--- config.mk ---
export PLATFORM = sky130hd
export DESIGN_NAME = reg_file_2r1w
export DESIGN_NICKNAME = d
export VERILOG_FILES = /design/src/rtl/reg_file_2r1w.sv
export SDC_FILE = /design/constraint.sdc
export NUM_CORES = 1
export LEC_CHECK = 0
export ABC_CLOCK_PERIOD_IN_PS = 1550
export CELL_PAD_IN_SITES_DETAIL_PLACEMENT = 2
export CELL_PAD_IN_SITES_GLOBAL_PLACEMENT = 2
export CORE_AREA = 5 5 69 71
export DETAILED_ROUTE_END_ITERATION = 16
export DIE_AREA = 0 0 74 76
export PLACE_DENSITY_LB_ADDON = 0.08
export SYNTH_ARGS = -nofsm -noshare
export SYNTH_HDL_FRONTEND = slang
export SYNTH_SLANG_ARGS = --single-unit
--- constraint.sdc ---
create_clock -name CLK -period 1.55 [get_ports CLK]
set_input_delay 0.3875 -clock CLK [delete_from_list [all_inputs] [get_ports CLK]]
set_output_delay 0.3875 -clock CLK [all_outputs]
set_load 0.01 [all_outputs]
--- src/rtl/reg_file_2r1w.sv ---
// rtl/reg_file_2r1w.sv - 2**N x BITS register file, one write port, two registered read ports; REG_FILE_BYPASS_EN selects write-first forwarding
module reg_file_2r1w #(
    parameter int N    = 2,
    parameter int BITS = 4
) (
    input  logic            CLK,
    input  logic            RST,
    input  logic            WE,
    input  logic [N-1:0]    address_w,
    input  logic [BITS-1:0] data_w,
    input  logic            CLR,
    input  logic            RE_A,
    input  logic [N-1:0]    address_a,
    input  logic            RE_B,
    input  logic [N-1:0]    address_b,
    output logic [BITS-1:0] data_a,
    output logic [BITS-1:0] data_b,
    output logic            rvalid_a,
    output logic            rvalid_b,
    output logic            wr_a,
    output logic            wr_b
);

    localparam int DEPTH = 1 << N;

    logic [BITS-1:0] mem [DEPTH];
    logic [DEPTH-1:0] valid;

    logic [BITS-1:0] rd_data_a;
    logic [BITS-1:0] rd_data_b;
    logic            rd_valid_a;
    logic            rd_valid_b;

    // Entry storage and valid flags; a write on the same edge as CLR keeps its entry valid
    always_ff @(posedge CLK or posedge RST) begin
        if (RST) begin
            for (int i = 0; i < DEPTH; i++) begin
                mem[i] <= '0;
            end
            valid <= '0;
        end else begin
            if (CLR) begin
                valid <= '0;
            end
            if (WE) begin
                mem[address_w]   <= data_w;
                valid[address_w] <= 1'b1;
            end
        end
    end

    // Read selection from pre-edge state, optionally forwarding the write in progress
    always_comb begin
        rd_data_a  = mem[address_a];
        rd_valid_a = valid[address_a];
        rd_data_b  = mem[address_b];
        rd_valid_b = valid[address_b];
`ifdef REG_FILE_BYPASS_EN
        if (WE && (address_w == address_a)) begin
            rd_data_a  = data_w;
            rd_valid_a = 1'b1;
        end
        if (WE && (address_w == address_b)) begin
            rd_data_b  = data_w;
            rd_valid_b = 1'b1;
        end
`endif
    end

    // Registered read responses; data and flag hold when no request is made
    always_ff @(posedge CLK or posedge RST) begin
        if (RST) begin
            data_a   <= '0;
            data_b   <= '0;
            wr_a     <= 1'b0;
            wr_b     <= 1'b0;
            rvalid_a <= 1'b0;
            rvalid_b <= 1'b0;
        end else begin
            rvalid_a <= RE_A;
            rvalid_b <= RE_B;
            if (RE_A) begin
                data_a <= rd_data_a;
                wr_a   <= rd_valid_a;
            end
            if (RE_B) begin
                data_b <= rd_data_b;
                wr_b   <= rd_valid_b;
            end
        end
    end

endmodule

== After elaboration in Yosys (flattened, before gate mapping) ==
Cells that the tools add are included.

* Bits in registers: 32
* Output and inout bits: 12
* Word-level logic and storage cells: 42

* Magnitude comparators: 8
* Mux-type cells: 17
* Bitwise gates (word level): 4
* Reduce and logical (&&, ||, !) cells: 2

{| class="wikitable"
|+ Operators with widths
! cell !! count
|-
| $mux 4 || 7
|-
| $bmux 4 s2 || 2
|-
| $bwmux 16 || 1
|-
| $ge 3x3->1 const B || 3
|-
| $lt 2x3->1 const B || 3
|-
| $not 2->3 || 3
|-
| $demux 4 s2 || 1
|-
| $bmux 1 s2 || 2
|-
| $or 4x4->4 || 1
|-
| $lt 3x1->1 const B || 1
|-
| $mux 1 || 3
|-
| $demux 1 s2 || 1
|-
| $ge 2x1->1 const B || 1
|-
| $logic_and 1x1->1 || 2
|}

== Longest topological paths before layout ==
* Word-level depth: 6
* Mapped depth: 3

== Worst setup path after synthesis ==
OpenSTA, ideal clock, no wires.

* Path type: input-to-reg
* Start: input address_w[1]
* End: register mem[12] (netlist name)
* Arrival: 996 ps
* Required time: 1425 ps
* Path slack: 429 ps
* Stages: 2
* Path buffers: 0
* Cells stage by stage: nor3b_4 > mux2_2

* Cells in the longest elaborated chain, start to end: 6
* Elaborated cells on any way between the ends: 7

{| class="wikitable"
|+ RTL lines
! item !! RTL line !! RTL
|-
| start, declared || 9 || <nowiki>input logic [N-1:0] address_w,</nowiki>
|-
| $not 2->3 (not written as such) * || 46 || <nowiki>mem[address_w] <= data_w;</nowiki>
|-
| $ge 3x3->1 (not written as such) or $lt 3x1->1 (tied branches) || 46 ||
|-
| $logic_and 1x1->1 (not written as such) || 46 ||
|-
| $mux 4 (not written as such) || 46 ||
|-
| $demux 4 s2 * || 46 ||
|-
| $bwmux 16 * || 46 ||
|-
| end signal, assigned by index || 46 ||
|-
| end, declared || 26 || <nowiki>logic [BITS-1:0] mem [DEPTH];</nowiki>
|}

Every way passes the cells marked *; elsewhere a longest branch is shown, timed or not.
A chain may end at the register's enable or synchronous reset.

==> metrics.txt <==
status finished, final reports clean; first-pass GRT wire length 6600 microns; final worst slack 0.0934 ns; I/O pins 28; Post-DP HPWL 2960 microns; Vias/cell 5.19; Core Rows 24; DRT Pass-1 Iters 4; die area 5620 sq um; deepest level of the CTS H-tree 2; footprint of the multi-input gates 612 sq um; most common cell after layout, fill and taps aside dfrtp_1; Crit. End Element flop; share of layout cells above drive strength 1 24.8%; initial core utilization 34.7%; Comb pwr share 20.2%; xor/xnor cell area share of the yosys netlist 0%; required time of the critical path 1.71 ns; Top Metal Used met4; CP Class in2reg; pre-CTS WS -0.204 ns; mux cell area share after synthesis 26.3%; Layout Nets 168; worst-case vdd ir drop 0.543 mV; Synthesized Nets 123; Synth top area share 55.4%; warning count from the yosys run 0; WL met1 1570 microns; P_leak 0.938 nW; vias in the first global route 1297; most frequent cells in the layout dfrtp_1, mux2i_1, mux2_2, clkdlybuf4s50_1, nand2b_1; DRC violations left 0; register area share after synthesis 55.4%; antenna violations before repair 0; total of max-cap violations 0; gp weighted congestion 0.763; Reg area 801 sq um; Switching Share 26.7%; TritonCTS buffer count 5; root buffer cell clkbuf_8; wire per inst 19.4 microns; Post-Syn Instances 107; initial drt markers 16; ANT nets after route 0; core area 4170 sq um; RR Startpoint mem[2]$_DFFE_PP0P_; hold crit path type in2async; post-synthesis compound-gate area fraction 7.61%; met3 wire len 169 microns; grt total ovfl 0; Clock Latency Late Sink 0.28 ns; Synth area leader dfrtp_1; Simple-Gate Fraction of Synth Area 8.39%; PwrDens 1170 nW/um^2; Max Fanout on Critical Path 5; Non-Filler Instances 205; WP data arrival 1.62 ns; GR Util All Layers 15.7%; Post-Syn Area 1450 sq um; Pint 1.71 mW; actual slew at the worst max-slew pin 0.312 ns; fin crit share 94.0%; Placed Cells incl. Taps 197; antenna cells 0; Reg2Reg Setup Slack 0.69 ns; IO Port Bufs 27; fill cell count 411; WL met2 2190 microns; # clock sinks 32; die height 76 microns; Worst setup SP type input pin; post-layout min period 1.46 ns; Final Hold Viols 0; Max clock buf depth 2; Final setup viols 0; Max Slew Vio Count 0; #FFs+latches synth 32; Routed WL 3980 microns; worst rel slew slack 79.2%; worst reg-to-reg path cell count 2; Reg clk slew, reported paths 0.07 ns; synth-to-layout area growth 38.7%; Switching Power 0.625 mW; Flop pwr share 45.8%; overall power 2.34 mW; power share of the clock group 34.0%; synth unique cells 13; Worst R2R End data_a[2]$_DFFE_PP0P_; total number of vias 1064; Syn Area/Cell 13.5 sq um; largest family of logic cells by synthesized area multiplexers; leading cell types by total area after synthesis dfrtp_1, mux2i_1, mux2_2; Die X 74 microns; CTS tree yes; RSZ-0062 raised after global routing no; Post-Synth Adder-Cell Area 0%; largest net degree at the start of global routing 33; Post CTS Setup Buffer Count 0; Layout Skew 0.00303 ns; fmax 687 MHz; Setup TNS 0 ns
## worst max-delay path by stage
stage	start	endpoint	depth (start not counted)
2_1_floorplan	address_w[1]	mem[12]$_DFFE_PP0P_	2
3_3_place_gp	WE	mem[15]$_DFFE_PP0P_	3
3_5_place_dp	WE	mem[14]$_DFFE_PP0P_	3
5_1_grt	address_w[1]	mem[9]$_DFFE_PP0P_	4
6_report	WE	mem[13]$_DFFE_PP0P_	3
4_1_cts	rvalid_b$_DFF_PP0_	rvalid_b	1
## flip-flops by register name, summed over array words and instances, names as in the netlist
signal / cells
valid: 4
mem: 16
wr_a: 1
wr_b: 1
data_b: 4
rvalid_a: 1
data_a: 4
rvalid_b: 1
## per-stage QoR
stage / util, % / hold WS (ns) / instance area, sq um
CTS: 47.9 / 0.472 / 2000
floorplan: - / 0.419 / 1450
global route: 48.1 / 0.489 / 2010
global placement: 45.6 / 0.482 / 1900
finish: 48.1 / 0.460 / 2010
detailed placement: 45.6 / 0.492 / 1900
## cell type report
class	count	share of cell area [%]
sequential	32	39.9
clock buffer	5	3.43
tap	52	3.24
clock inverter	3	2.12
inverter	5	0.936
timing repair buffer	40	19.8
multi-input combinational	68	30.5
## Yosys cell counts, drive strengths merged
cell	count
buf	2
nand3	1
mux2	16
o221ai	10
nand2b	12
inv	5
nand3b	2
mux2i	20
o21ai	3
dfrtp	32
a21o	1
nor3b	1
nand2	2
## power groups by stage
stage / logic [mW] / registers (mW) / clock network [mW]
after detailed placement: 0.512 / 1.09 / 0
after global routing: 0.515 / 1.09 / 0.852
after CTS: 0.484 / 1.07 / 0.820
after floorplan: 0.232 / 1.09 / 0
final: 0.471 / 1.07 / 0.795
after global placement: 0.489 / 1.08 / 0
## logic make-up after synthesis
logic type | after synthesis
simple gates | 18
mux | 36
buf+inv | 7
flops | 32
compound gates | 14
## worst max-delay path, cell delays in order
cell,delay (ns)
clkdlybuf4s50_1,0.52
nor3b_4,0.34
mux2_2,0.38
## per-layer routing
metal  up-vias  global-route usage (%)
li1        486                       -
met1       551                    17.8
met2        23                    28.5
met3         4                    3.83
met4         0                    4.35
met5         -                       0
## what timing repair did
action	in CTS	in global routing
endpoints found under the setup margin	10	2
gates cloned	0	0
gates resized for setup	10	2
hold buffers	0	0
endpoints found under the hold margin	0	0
(Power assumes the default switching activity.)
